File: config.mk
export PLATFORM = sky130hd
export DESIGN_NAME = frog_game_ctrl
export DESIGN_NICKNAME = d
export VERILOG_FILES = /design/src/rtl/frog_game_ctrl.sv
export SDC_FILE = /design/constraint.sdc
export NUM_CORES = 1
export LEC_CHECK = 0
export CAP_MARGIN = 20
export CORE_ASPECT_RATIO = 2
export CORE_MARGIN = 1.5
export CORE_UTILIZATION = 50
export DETAILED_ROUTE_END_ITERATION = 10
export PLACE_DENSITY = 0.75
export SYNTH_ARGS = -nofsm -noshare
export SYNTH_HDL_FRONTEND = slang
export SYNTH_SLANG_ARGS = --single-unit
File: constraint.sdc
create_clock -name clk -period 5.2 [get_ports clk]
set_clock_uncertainty 0.05 [all_clocks]
set_input_delay 0.78 -clock clk [delete_from_list [all_inputs] [get_ports clk]]
set_output_delay 0.78 -clock clk [all_outputs]
set_load 0.02 [all_outputs]
File: src/rtl/frog_game_ctrl.sv
// frog_game_ctrl: game sequencer for the frog/car VGA display.
// Owns the frog and car grid positions, advances them once per frame_tick,
// checks for collisions and goal arrival on the cycle after each update, and
// keeps lives and score. All outputs come straight from registers.
//
// Ports
//   clk, rst          system clock, synchronous active-high reset
//   frame_tick        one-cycle pulse per frame (vblank start)
//   start             level; starts a game from IDLE
//   btn_up/down/left/right  synchronized button levels
//   frog_col, frog_row      frog grid cell
//   cars_x            car k column at [5k+4:5k], k = 0..10
//   cars_y            car k row at [4k+3:4k] (constant k+2)
//   state             0=IDLE 1=PLAY 2=HIT 3=WIN
//   lives, score      remaining lives, goals reached (saturating)
//
// Build option
//   LEVEL_SPEEDUP_EN  adds a 2-bit level that shortens car periods after wins.
module frog_game_ctrl #(
    parameter int unsigned COLS        = 20,
    parameter int unsigned ROWS        = 15,
    parameter int unsigned START_COL   = 10,
    parameter int unsigned LIVES_INIT  = 3,
    parameter int unsigned HOLD_FRAMES = 60,
    parameter int unsigned SPEED_BASE  = 2
) (
    input  logic        clk,
    input  logic        rst,
    input  logic        frame_tick,
    input  logic        start,
    input  logic        btn_up,
    input  logic        btn_down,
    input  logic        btn_left,
    input  logic        btn_right,
    output logic [4:0]  frog_col,
    output logic [3:0]  frog_row,
    output logic [54:0] cars_x,
    output logic [43:0] cars_y,
    output logic [1:0]  state,
    output logic [1:0]  lives,
    output logic [7:0]  score
);

    localparam int unsigned NCARS = 11;
    localparam int unsigned CW    = 5;
    localparam int unsigned RW    = 4;
    localparam int unsigned DW    = 4;
    localparam int unsigned HW    = $clog2(HOLD_FRAMES + 1);

    typedef enum logic [1:0] {
        ST_IDLE = 2'd0,
        ST_PLAY = 2'd1,
        ST_HIT  = 2'd2,
        ST_WIN  = 2'd3
    } state_t;

    localparam logic [CW-1:0] SPAWN_COL = CW'(START_COL);
    localparam logic [RW-1:0] SPAWN_ROW = RW'(ROWS - 1);
    localparam logic [CW-1:0] MAX_COL   = CW'(COLS - 1);
    localparam logic [HW-1:0] HOLD_LAST = HW'(HOLD_FRAMES - 1);
    localparam logic [1:0]    LIVES_RST = 2'(LIVES_INIT);

    // Car k spawn column
    function automatic logic [CW-1:0] car_init_x(input int unsigned k);
        return CW'((7 * k) % COLS);
    endfunction

    // Car k lane row (fixed)
    function automatic logic [RW-1:0] car_row(input int unsigned k);
        return RW'(k + 2);
    endfunction

    // Car k step period in frames, floored at 1
    function automatic logic [DW-1:0] car_period(input int unsigned k, input logic [1:0] lvl);
        int p;
        p = int'(SPEED_BASE) + int'(k % 4) - int'(lvl);
        if (p < 1) begin
            p = 1;
        end
        return DW'(p);
    endfunction

    // One column step: even cars move right, odd cars move left, both wrap
    function automatic logic [CW-1:0] step_x(input int unsigned k, input logic [CW-1:0] x);
        if ((k % 2) == 0) begin
            return (x == MAX_COL) ? CW'(0) : x + CW'(1);
        end
        return (x == CW'(0)) ? MAX_COL : x - CW'(1);
    endfunction

    state_t        state_q, state_d;
    logic [CW-1:0] frog_col_q, frog_col_d;
    logic [RW-1:0] frog_row_q, frog_row_d;
    logic [CW-1:0] car_x_q [NCARS];
    logic [CW-1:0] car_x_d [NCARS];
    logic [DW-1:0] div_q   [NCARS];
    logic [DW-1:0] div_d   [NCARS];
    logic [HW-1:0] hold_q, hold_d;
    logic [1:0]    lives_q, lives_d;
    logic [7:0]    score_q, score_d;
    logic [3:0]    btn_prev_q;
    logic [3:0]    pend_q, pend_d;
    logic          check_q, check_d;

    logic [3:0]    btn_now;
    logic [3:0]    btn_edge;
    logic          hit_c;
    logic          goal_c;
    logic          hold_done_c;
    logic          step_c;
    logic [1:0]    level_c;

`ifdef LEVEL_SPEEDUP_EN
    logic [1:0]    level_q, level_d;
    assign level_c = level_q;
`else
    assign level_c = 2'd0;
`endif

    // Button bit order: up, down, left, right (highest bit wins)
    assign btn_now     = {btn_up, btn_down, btn_left, btn_right};
    assign btn_edge    = btn_now & ~btn_prev_q;
    assign goal_c      = (frog_row_q == RW'(0));
    assign hold_done_c = frame_tick && (hold_q == HOLD_LAST);
    // Movement is suppressed on a tick that coincides with a HIT/WIN decision
    assign step_c      = (state_q == ST_PLAY) && frame_tick && (state_d == ST_PLAY);

    // Frog shares a cell with any car
    always_comb begin
        hit_c = 1'b0;
        for (int unsigned k = 0; k < NCARS; k++) begin
            if ((frog_col_q == car_x_q[k]) && (frog_row_q == car_row(k))) begin
                hit_c = 1'b1;
            end
        end
    end

    // State register
    always_ff @(posedge clk) begin
        if (rst) begin
            state_q <= ST_IDLE;
        end else begin
            state_q <= state_d;
        end
    end

    // Next-state logic
    always_comb begin
        state_d = state_q;
        unique case (state_q)
            ST_IDLE: begin
                if (start) begin
                    state_d = ST_PLAY;
                end
            end
            ST_PLAY: begin
                // collision outranks goal
                if (check_q) begin
                    if (hit_c) begin
                        state_d = ST_HIT;
                    end else if (goal_c) begin
                        state_d = ST_WIN;
                    end
                end
            end
            ST_HIT: begin
                if (hold_done_c) begin
                    state_d = (lives_q <= 2'd1) ? ST_IDLE : ST_PLAY;
                end
            end
            ST_WIN: begin
                if (hold_done_c) begin
                    state_d = ST_PLAY;
                end
            end
            default: state_d = ST_IDLE;
        endcase
    end

    // Datapath next values
    always_comb begin
        logic [DW-1:0] per;
        per        = '0;
        frog_col_d = frog_col_q;
        frog_row_d = frog_row_q;
        hold_d     = hold_q;
        lives_d    = lives_q;
        score_d    = score_q;
        check_d    = 1'b0;
        for (int unsigned k = 0; k < NCARS; k++) begin
            car_x_d[k] = car_x_q[k];
            div_d[k]   = div_q[k];
        end
`ifdef LEVEL_SPEEDUP_EN
        level_d = level_q;
`endif
        // Edges seen with the tick belong to the next frame
        pend_d = frame_tick ? btn_edge : (pend_q | btn_edge);

        if (step_c) begin
            check_d = 1'b1;
            if (pend_q[3]) begin
                if (frog_row_q != RW'(0)) frog_row_d = frog_row_q - RW'(1);
            end else if (pend_q[2]) begin
                if (frog_row_q != SPAWN_ROW) frog_row_d = frog_row_q + RW'(1);
            end else if (pend_q[1]) begin
                if (frog_col_q != CW'(0)) frog_col_d = frog_col_q - CW'(1);
            end else if (pend_q[0]) begin
                if (frog_col_q != MAX_COL) frog_col_d = frog_col_q + CW'(1);
            end
            for (int unsigned k = 0; k < NCARS; k++) begin
                per = car_period(k, level_c);
                // >= keeps a divider sane if the period shrinks under it
                if (div_q[k] >= (per - DW'(1))) begin
                    div_d[k]   = '0;
                    car_x_d[k] = step_x(k, car_x_q[k]);
                end else begin
                    div_d[k] = div_q[k] + DW'(1);
                end
            end
        end

        if ((state_q == ST_PLAY) && (state_d == ST_WIN)) begin
            if (score_q != 8'hFF) score_d = score_q + 8'd1;
`ifdef LEVEL_SPEEDUP_EN
            if (level_q != 2'd3) level_d = level_q + 2'd1;
`endif
        end

        if (((state_q == ST_HIT) || (state_q == ST_WIN)) && frame_tick) begin
            hold_d = hold_q + HW'(1);
            if (hold_done_c) begin
                hold_d     = '0;
                frog_col_d = SPAWN_COL;
                frog_row_d = SPAWN_ROW;
                if (state_q == ST_HIT) begin
                    lives_d = lives_q - 2'd1;
                    // game over: everything but score returns to reset
                    if (state_d == ST_IDLE) begin
                        lives_d = LIVES_RST;
                        for (int unsigned k = 0; k < NCARS; k++) begin
                            car_x_d[k] = car_init_x(k);
                            div_d[k]   = '0;
                        end
`ifdef LEVEL_SPEEDUP_EN
                        level_d = 2'd0;
`endif
                    end
                end
            end
        end
    end

    // Datapath registers
    always_ff @(posedge clk) begin
        if (rst) begin
            frog_col_q <= SPAWN_COL;
            frog_row_q <= SPAWN_ROW;
            hold_q     <= '0;
            lives_q    <= LIVES_RST;
            score_q    <= '0;
            btn_prev_q <= '0;
            pend_q     <= '0;
            check_q    <= 1'b0;
            for (int unsigned k = 0; k < NCARS; k++) begin
                car_x_q[k] <= car_init_x(k);
                div_q[k]   <= '0;
            end
`ifdef LEVEL_SPEEDUP_EN
            level_q <= 2'd0;
`endif
        end else begin
            frog_col_q <= frog_col_d;
            frog_row_q <= frog_row_d;
            hold_q     <= hold_d;
            lives_q    <= lives_d;
            score_q    <= score_d;
            btn_prev_q <= btn_now;
            pend_q     <= pend_d;
            check_q    <= check_d;
            for (int unsigned k = 0; k < NCARS; k++) begin
                car_x_q[k] <= car_x_d[k];
                div_q[k]   <= div_d[k];
            end
`ifdef LEVEL_SPEEDUP_EN
            level_q <= level_d;
`endif
        end
    end

    // Output packing
    always_comb begin
        cars_x = '0;
        cars_y = '0;
        for (int unsigned k = 0; k < NCARS; k++) begin
            cars_x[k*CW +: CW] = car_x_q[k];
            cars_y[k*RW +: RW] = car_row(k);
        end
    end

    assign frog_col = frog_col_q;
    assign frog_row = frog_row_q;
    assign state    = state_q;
    assign lives    = lives_q;
    assign score    = score_q;

endmodule
==> Word level (Yosys, flattened, before mapping) <==
Memory sizes are Yosys's and may differ from the RTL's.
Cells that the tools add are included.
{ "totals": {"ff_bits": 36, "mem_bits_rw": 99, "inputBits": 8, "out_inout_bits": 120, "wordCells": 294, "n_memories": 2} }
{ "op_classes": {"n_addsub": 39, "order_cmp": 12, "eq_ne": 37, "mux": 135, "n_bitwise": 25, "reduce_logical": 35} }
{ "memory_table": {"columns": ["memory", "words", "word_bits", "rd", "rd_ports_with_merged_regs", "wr", "line", "text"], "rows": [
  ["car_x_q", 11, 5, 11, 0, 11, "94", "logic [CW-1:0] car_x_q [NCARS];"],
  ["div_q", 11, 4, 11, 0, 11, "96", "logic [DW-1:0] div_q [NCARS];"]
]} }
{ "op_table": {"columns": ["cell", "n"], "rows": [
  ["$mux 55", 5],
  ["$mux 5", 54],
  ["$mux 44", 5],
  ["$mux 4", 34],
  ["$sub 5x1->5 const B", 12],
  ["$eq 5x5->1", 11],
  ["$logic_not 5->1", 11],
  ["$add 4x1->4 const B", 12],
  ["$ge 4x4->1", 11],
  ["$add 5x1->5 const B", 7],
  ["$eq 5x5->1 const B", 6],
  ["$mux 1", 28],
  ["$or 1x1->1", 22],
  ["$eq 4x4->1 const B", 5],
  ["$sub 4x1->4 const B", 5],
  ["$eq 4x3->1 const B", 4],
  ["$logic_and 1x1->1", 16],
  ["$mux 2", 7],
  ["$add 8x1->8 const B", 1],
  ["$eq 4x2->1 const B", 2],
  ["$ne 8x8->1 const B", 1],
  ["$pmux 2 s4", 1],
  ["$add 6x1->6 const B", 1],
  ["$eq 2x2->1 const B", 3],
  ["other kinds (17)", 19]
]} }

==> Logic depth before layout (Yosys ltp) <==
An unclocked memory read counts as a cell.
{ "depth": {"ltp_word": 32, "mapped_depth": 12, "ltp_nobuf": 9} }

==> Least setup slack after synthesis <==
OpenSTA, ideal clock, no wires.
{ "synth_timing": {"kind": "register to register", "startpoint": "reg frog_row_q[0], in the netlist frog_row[0]", "endpoint": "reg frog_col_q[3], in the netlist frog_col[3]", "setup_ns": 0.144, "arrival_time_ns": 2.336, "t_required_ns": 5.006, "slack_ns": 2.670, "stages_incl_launch_ff": 12, "path_buffers": 3, "period_less_slack_ns": 2.530, "cell_sequence": "dfxtp_1 -> inv_1 -> ha_1 -> and3_1 -> nand3_2 -> nand4_2 -> o31a_1 -> buf_6 -> buf_6 -> buf_4 -> o41ai_1 -> o211ai_1"} }
{ "synth_via": {"elab_chain_len": 21, "word_cells_on_any_way": 43, "cone_classes": "12 x eq/ne; 18 x mux; 13 x reduce/logical"} }
{ "synth_rtl": {"columns": ["element", "line", "text"], "rows": [
  ["from (decl)", "93", "logic [RW-1:0] frog_row_q, frog_row_d;"],
  ["from (signal assigned)", "274", "frog_row_q <= frog_row_d;"],
  ["$eq 4x2->1", "132", "if ((frog_col_q == car_x_q[k]) && (frog_row_q == car_row(k))) begin"],
  ["$logic_and 1x1->1", "132", null],
  ["$mux 1 (11 in series)", "132", null],
  ["$mux 2 (*)", "159", "if (hit_c) begin"],
  ["$mux 2 (*)", "158", "if (check_q) begin"],
  ["$pmux 2 s4 (*)", "150", "unique case (state_q)"],
  ["$eq 2x1->1 (*)", "126", "assign step_c = (state_q == ST_PLAY) && frame_tick && (state_d == ST_PLAY);"],
  ["$logic_and 1x1->1 (*)", "126", null],
  ["$mux 5 (*)", "200", "if (step_c) begin"],
  ["$mux 5", "232", "if (hold_done_c) begin"],
  ["$mux 5 (*)", "230", "if (((state_q == ST_HIT) || (state_q == ST_WIN)) && frame_tick) begin"],
  ["to (signal assigned)", "273", "frog_col_q <= frog_col_d;"],
  ["to (decl)", "92", "logic [CW-1:0] frog_col_q, frog_col_d;"]
]} }
Mark *: on every way between the ends. The rest lies on a longest branch, timed or not.
A chain may end at the register's enable or synchronous reset.

==> flow_results.org <==
** CTS
- The number of clock buffers added by TritonCTS is 17.
- The later pin in the worst-skew pair is clocked with a latency of 0.43 ns.
- After clock tree synthesis, the clock-pin slew on the worst setup and hold paths is 0.06 ns.
- Number of buffers inserted for hold repair after clock tree synthesis :: 0
- TritonCTS built the clock tree.
- The tree is rooted in a sky130_fd_sc_hd__clkbuf_16.
- CTS resizes :: 0
- The longest clock path from root to sink contains 2 buffers.
- For this design, the sink count on the clock tree is 135.
- Count of buffers added by post-CTS timing repair for setup :: 0
- # H-tree levels :: 4

** Logic synthesis
- Compound-cell area share of the yosys netlist :: 16.41%
- In the synthesized netlist, mux cells make up 1.734% of the area.
- For this run, the number of Yosys warnings is 0.
- In this run, synthesis inferred 0 flip-flops with an integrated enable.
- Combinational family with the most area after synthesis :: simple AND/OR/NAND/NOR gates
- Synth Area in XOR/XNOR :: 6.662%
- After synthesis, the netlist uses 64 different library cells.
- After Yosys synthesis, and, or, nand and nor cells account for 24.62% of the synthesized area.
- Main synth FF type :: sky130_fd_sc_hd__dfxtp_1
- Gate count after technology mapping :: 967
- Summing the areas of all fa, ha and maj instances in the mapped netlist gives 6.293% of the synthesized area.
- After synthesis, the share of flip-flops with an asynchronous set or reset is 0%.
- The synthesized netlist occupies a cell area of 0.008152 mm².
- Sequential share of the synthesized area :: 33.15%
- After synthesis the netlist holds a flip-flop and latch count of 135.
- The average instance in the mapped netlist occupies 8.430 µm².

** Placement
- Routability-driven placement finished with a final weighted congestion of 0.9530.
- The HPWL after detailed placement is 14.90 mm.
- OpenSTA, run right after detailed placement, puts the worst setup slack at 1.542 ns.
- The count of buffers added on input and output ports is 83.

** Drt
- Met2 layer wire length in the routed design :: 11.36 mm
- Met3 routed WL :: 1.051 mm
- Number of DRC markers in iteration 0 :: 476
- After detailed routing, the average wire length per cell comes to 18.11 µm.
- The pre-antenna-repair detailed-routing pass consisted of 5 iterations.
- Dividing the detail-routed via count by the number of cells gives 6.132.
- Routed wire length :: 22.10 mm
- Total number of vias :: 7481
- After detailed routing, the number of remaining DRC violations is 0.
- Top layer used by detailed routing :: met4
- The count of nets left with antenna violations once routing finished came out at 0.
- For this block, wires on met1 add up to 8.592 mm.

** Pwr
- Registers are responsible for 40.1% of the overall power.
- The analysis attributes to net switching a power of 0.6341 mW.
- Design Power :: 2.688 mW
- In this run the static leakage power is 3.645 nW.
- Combinational logic burns 7.3% of the power.
- Switching share of total power :: 23.59%
- IR analysis of the VDD net gives a maximum drop of 0.1922 mV.
- Clock power frac :: 52.6%
- Cell internal power was estimated by the tool at 2.054 mW.
- Power density over cell area :: 284.9 mW/mm²

** Worst setup path
- Data required, critical path :: 5.49 ns
- Kind of critical path :: reg2reg
- STA classifies the critical path startpoint as a register.
- Kind of capture point of the worst setup path :: register
- First element of the critical path :: frog_col[0]
- At the worst endpoint, the arrival time is 3.99 ns.
- In this run the worst path has a maximum fanout of 35.
- Reg-to-reg critical path startpoint :: frog_col[0]
- The worst register-to-register path has a depth of 8.

** Timing
- The worst path meets setup with 1.493 ns of slack.
- For the pin with the worst max-slew slack, the measured transition is 1.049 ns.
- The smallest clock period supported by the final layout is computed as 3.707 ns.
- Hold timing on the final database bottoms out at a slack of 0.4301 ns.
- Based on the critical path, the design can be clocked at up to 269.7 MHz.
- Count of final setup violators :: 0
- TNS Setup :: 0 ns
- Count of endpoints failing hold in the final timing report :: 0
- RSZ-0062 raised after global routing :: false
- The max-slew violation count came to 0.
- The worst pin sits at a relative slew slack of 29.09%.
- Dividing the final minimum period by the clock period gives 71.29%.

** Die
- After floorplanning, the core was sized to cover 0.01586 mm².
- Die Span Y :: 183.6 µm
- For this configuration, the core starts out at a cell density of 51.40%.
- The die covers 0.01712 mm².
- 128 I/O pins were placed.
- Cell Rows :: 65
- Die width :: 93.29 µm

** Global route
- Antenna violations before repair :: 0
- Via count of the first global-routing pass :: 7191
- Maximum number of pins on one net before global-route repair :: 58
- Global routing used 26.24% of the available tracks across all layers.
- GRT overflow :: 0
- The first global-routing pass estimated 35.69 mm of wire.

** Finish
- Of the cells placed in the final design, the portion with a size suffix greater than 1 is 5.888%.
- Compared with the post-synthesis result, the final layout area differs by 15.78%.
- At the end of the flow, the number of nets in the layout was 1055.
- Filler instances :: 1440
- 0 antenna diodes ended up in the layout.

** Flow run
- Max-cap violations in this run came to 0.

** Hold path
- Worst Hold Launch :: div_q[2][1]
- The worst hold path was traced through 2 stages.
- In this run the worst hold path is classified as reg2reg.

** Status
- The flow ran to the end, and the final reports show no timing, DRC or antenna violations.
==> registers in the layout (all words and copies together), names as in the netlist <==
register / count
car_x_q: 55
div_q: 44
score: 8
hold_q: 6
frog_col: 5
btn_prev_q: 4
frog_row: 4
pend_q: 4
lives: 2
state: 2
check_q: 1
==> kinds of logic (layout without fill, tap and decap cells) <==
group,count (synthesis),in the layout
compound gates,213,213
xor+xnor,62,62
fa+ha+maj,41,41
buf+inv,155,165
flops,135,135
mux,14,14
other cells,2,44
simple gates,345,345
==> power by group through the flow <==
stage	clock [mW]	combinational, mW	sequential, mW
2_1_floorplan	0	0.173	1.09
3_3_place_gp	0	0.190	1.10
3_5_place_dp	0	0.192	1.10
4_1_cts	1.42	0.194	1.08
5_1_grt	1.47	0.214	1.08
6_report	1.41	0.196	1.08
==> cells in the mapped netlist, types with 6 or more instances <==
| master | n | area (µm²) |
|---|---|---|
| sky130_fd_sc_hd__nand3b_1 | 10 | 75.07 |
| sky130_fd_sc_hd__nand2b_1 | 14 | 87.58 |
| sky130_fd_sc_hd__buf_2 | 12 | 60.06 |
| sky130_fd_sc_hd__mux2i_1 | 13 | 130.1 |
| sky130_fd_sc_hd__and2_1 | 6 | 37.54 |
| sky130_fd_sc_hd__buf_6 | 7 | 78.83 |
| sky130_fd_sc_hd__inv_1 | 39 | 146.4 |
| sky130_fd_sc_hd__nand3_1 | 34 | 170.2 |
| sky130_fd_sc_hd__nand4_1 | 57 | 356.6 |
| sky130_fd_sc_hd__or4_1 | 25 | 187.7 |
| sky130_fd_sc_hd__xor2_1 | 46 | 402.9 |
| sky130_fd_sc_hd__buf_4 | 52 | 390.4 |
| sky130_fd_sc_hd__nor2_1 | 40 | 150.1 |
| sky130_fd_sc_hd__or3_1 | 19 | 118.9 |
| sky130_fd_sc_hd__nor2b_1 | 20 | 125.1 |
| sky130_fd_sc_hd__a31oi_1 | 17 | 106.4 |
| sky130_fd_sc_hd__o211ai_1 | 9 | 67.56 |
| sky130_fd_sc_hd__o31ai_1 | 22 | 165.2 |
| sky130_fd_sc_hd__clkbuf_1 | 37 | 138.9 |
| sky130_fd_sc_hd__dfxtp_1 | 135 | 2703 |
| sky130_fd_sc_hd__nor4_1 | 33 | 206.5 |
| sky130_fd_sc_hd__xnor2_1 | 16 | 140.1 |
| sky130_fd_sc_hd__ha_1 | 41 | 513.0 |
| sky130_fd_sc_hd__nand2_1 | 36 | 135.1 |
| sky130_fd_sc_hd__a21oi_1 | 68 | 340.3 |
| sky130_fd_sc_hd__nor3_1 | 11 | 55.05 |
| sky130_fd_sc_hd__o21ai_0 | 52 | 260.3 |
| sky130_fd_sc_hd__and3_1 | 19 | 118.9 |
==> metal layers <==
| metal | vias to the layer above | global-route usage (%) |
|---|---|---|
| met5 | - | 0 |
| met4 | 0 | 17.15 |
| met3 | 78 | 4.053 |
| met2 | 249 | 45.59 |
| met1 | 3601 | 28.92 |
| li1 | 3553 | - |
==> final cells by class <==
class,count,area (µm²),area share (%)
Inverter,39,146.4,1.551
Sequential cell,135,2703,28.64
Tap cell,201,251.5,2.665
Clock inverter,10,215.2,2.280
Multi-Input combinational cell,719,4737,50.19
Timing Repair Buffer,94,910.9,9.651
Clock buffer,22,474.2,5.025
==> cells in the final DEF (no fill, tap or decap), drive strengths merged, types with 4 or more instances in the layout <==
| cell type | instances |
|---|---|
| dfxtp | 135 |
| clkdlybuf4s50 | 83 |
| a21oi | 68 |
| nand4 | 59 |
| o21ai | 53 |
| xor2 | 46 |
| conb | 44 |
| ha | 41 |
| inv | 40 |
| nor2 | 40 |
| nand2 | 36 |
| nand3 | 35 |
| nor4 | 33 |
| or4 | 25 |
| o31ai | 23 |
| clkbuf | 23 |
| nor2b | 20 |
| and3 | 19 |
| or3 | 19 |
| a31oi | 17 |
| xnor2 | 16 |
| nand2b | 14 |
| mux2i | 13 |
| nor3 | 11 |
| nand3b | 10 |
| buf | 10 |
| o211ai | 9 |
| and2 | 6 |
| bufinv | 6 |
| o41ai | 6 |
| a221o | 5 |
| a41oi | 5 |
| or2 | 4 |
| nor4b | 4 |
| a311oi | 4 |
| o31a | 4 |
==> per-stage QoR <==
stage	util (%)	std cells	area, µm²
floorplan	-	1009	8309
global placement	55.13	1187	8743
detailed placement	55.13	1187	8743
CTS	59.48	1219	9433
global route	59.51	1220	9438
finish	59.51	1220	9438
==> final timing paths <==
path / endpoint / slack, ns
worst max register to register: car_x_q[3][1] / 1.49
worst min-delay path: div_q[2][1] / 0.43
worst min register to register: div_q[2][1] / 0.43
worst max-delay path: car_x_q[3][1] / 1.49
==> critical path: stages, from the launching register on <==
cell	delay [ns]
sky130_fd_sc_hd__dfxtp_1	0.99
sky130_fd_sc_hd__xor2_1	0.15
sky130_fd_sc_hd__nor4_1	0.56
sky130_fd_sc_hd__nand4_1	0.20
sky130_fd_sc_hd__nand4_1	0.22
sky130_fd_sc_hd__o31a_2	0.57
sky130_fd_sc_hd__buf_4	0.45
sky130_fd_sc_hd__nor3_1	0.14
sky130_fd_sc_hd__a211oi_1	0.26
Note: power is estimated with default switching activity, not from simulation.
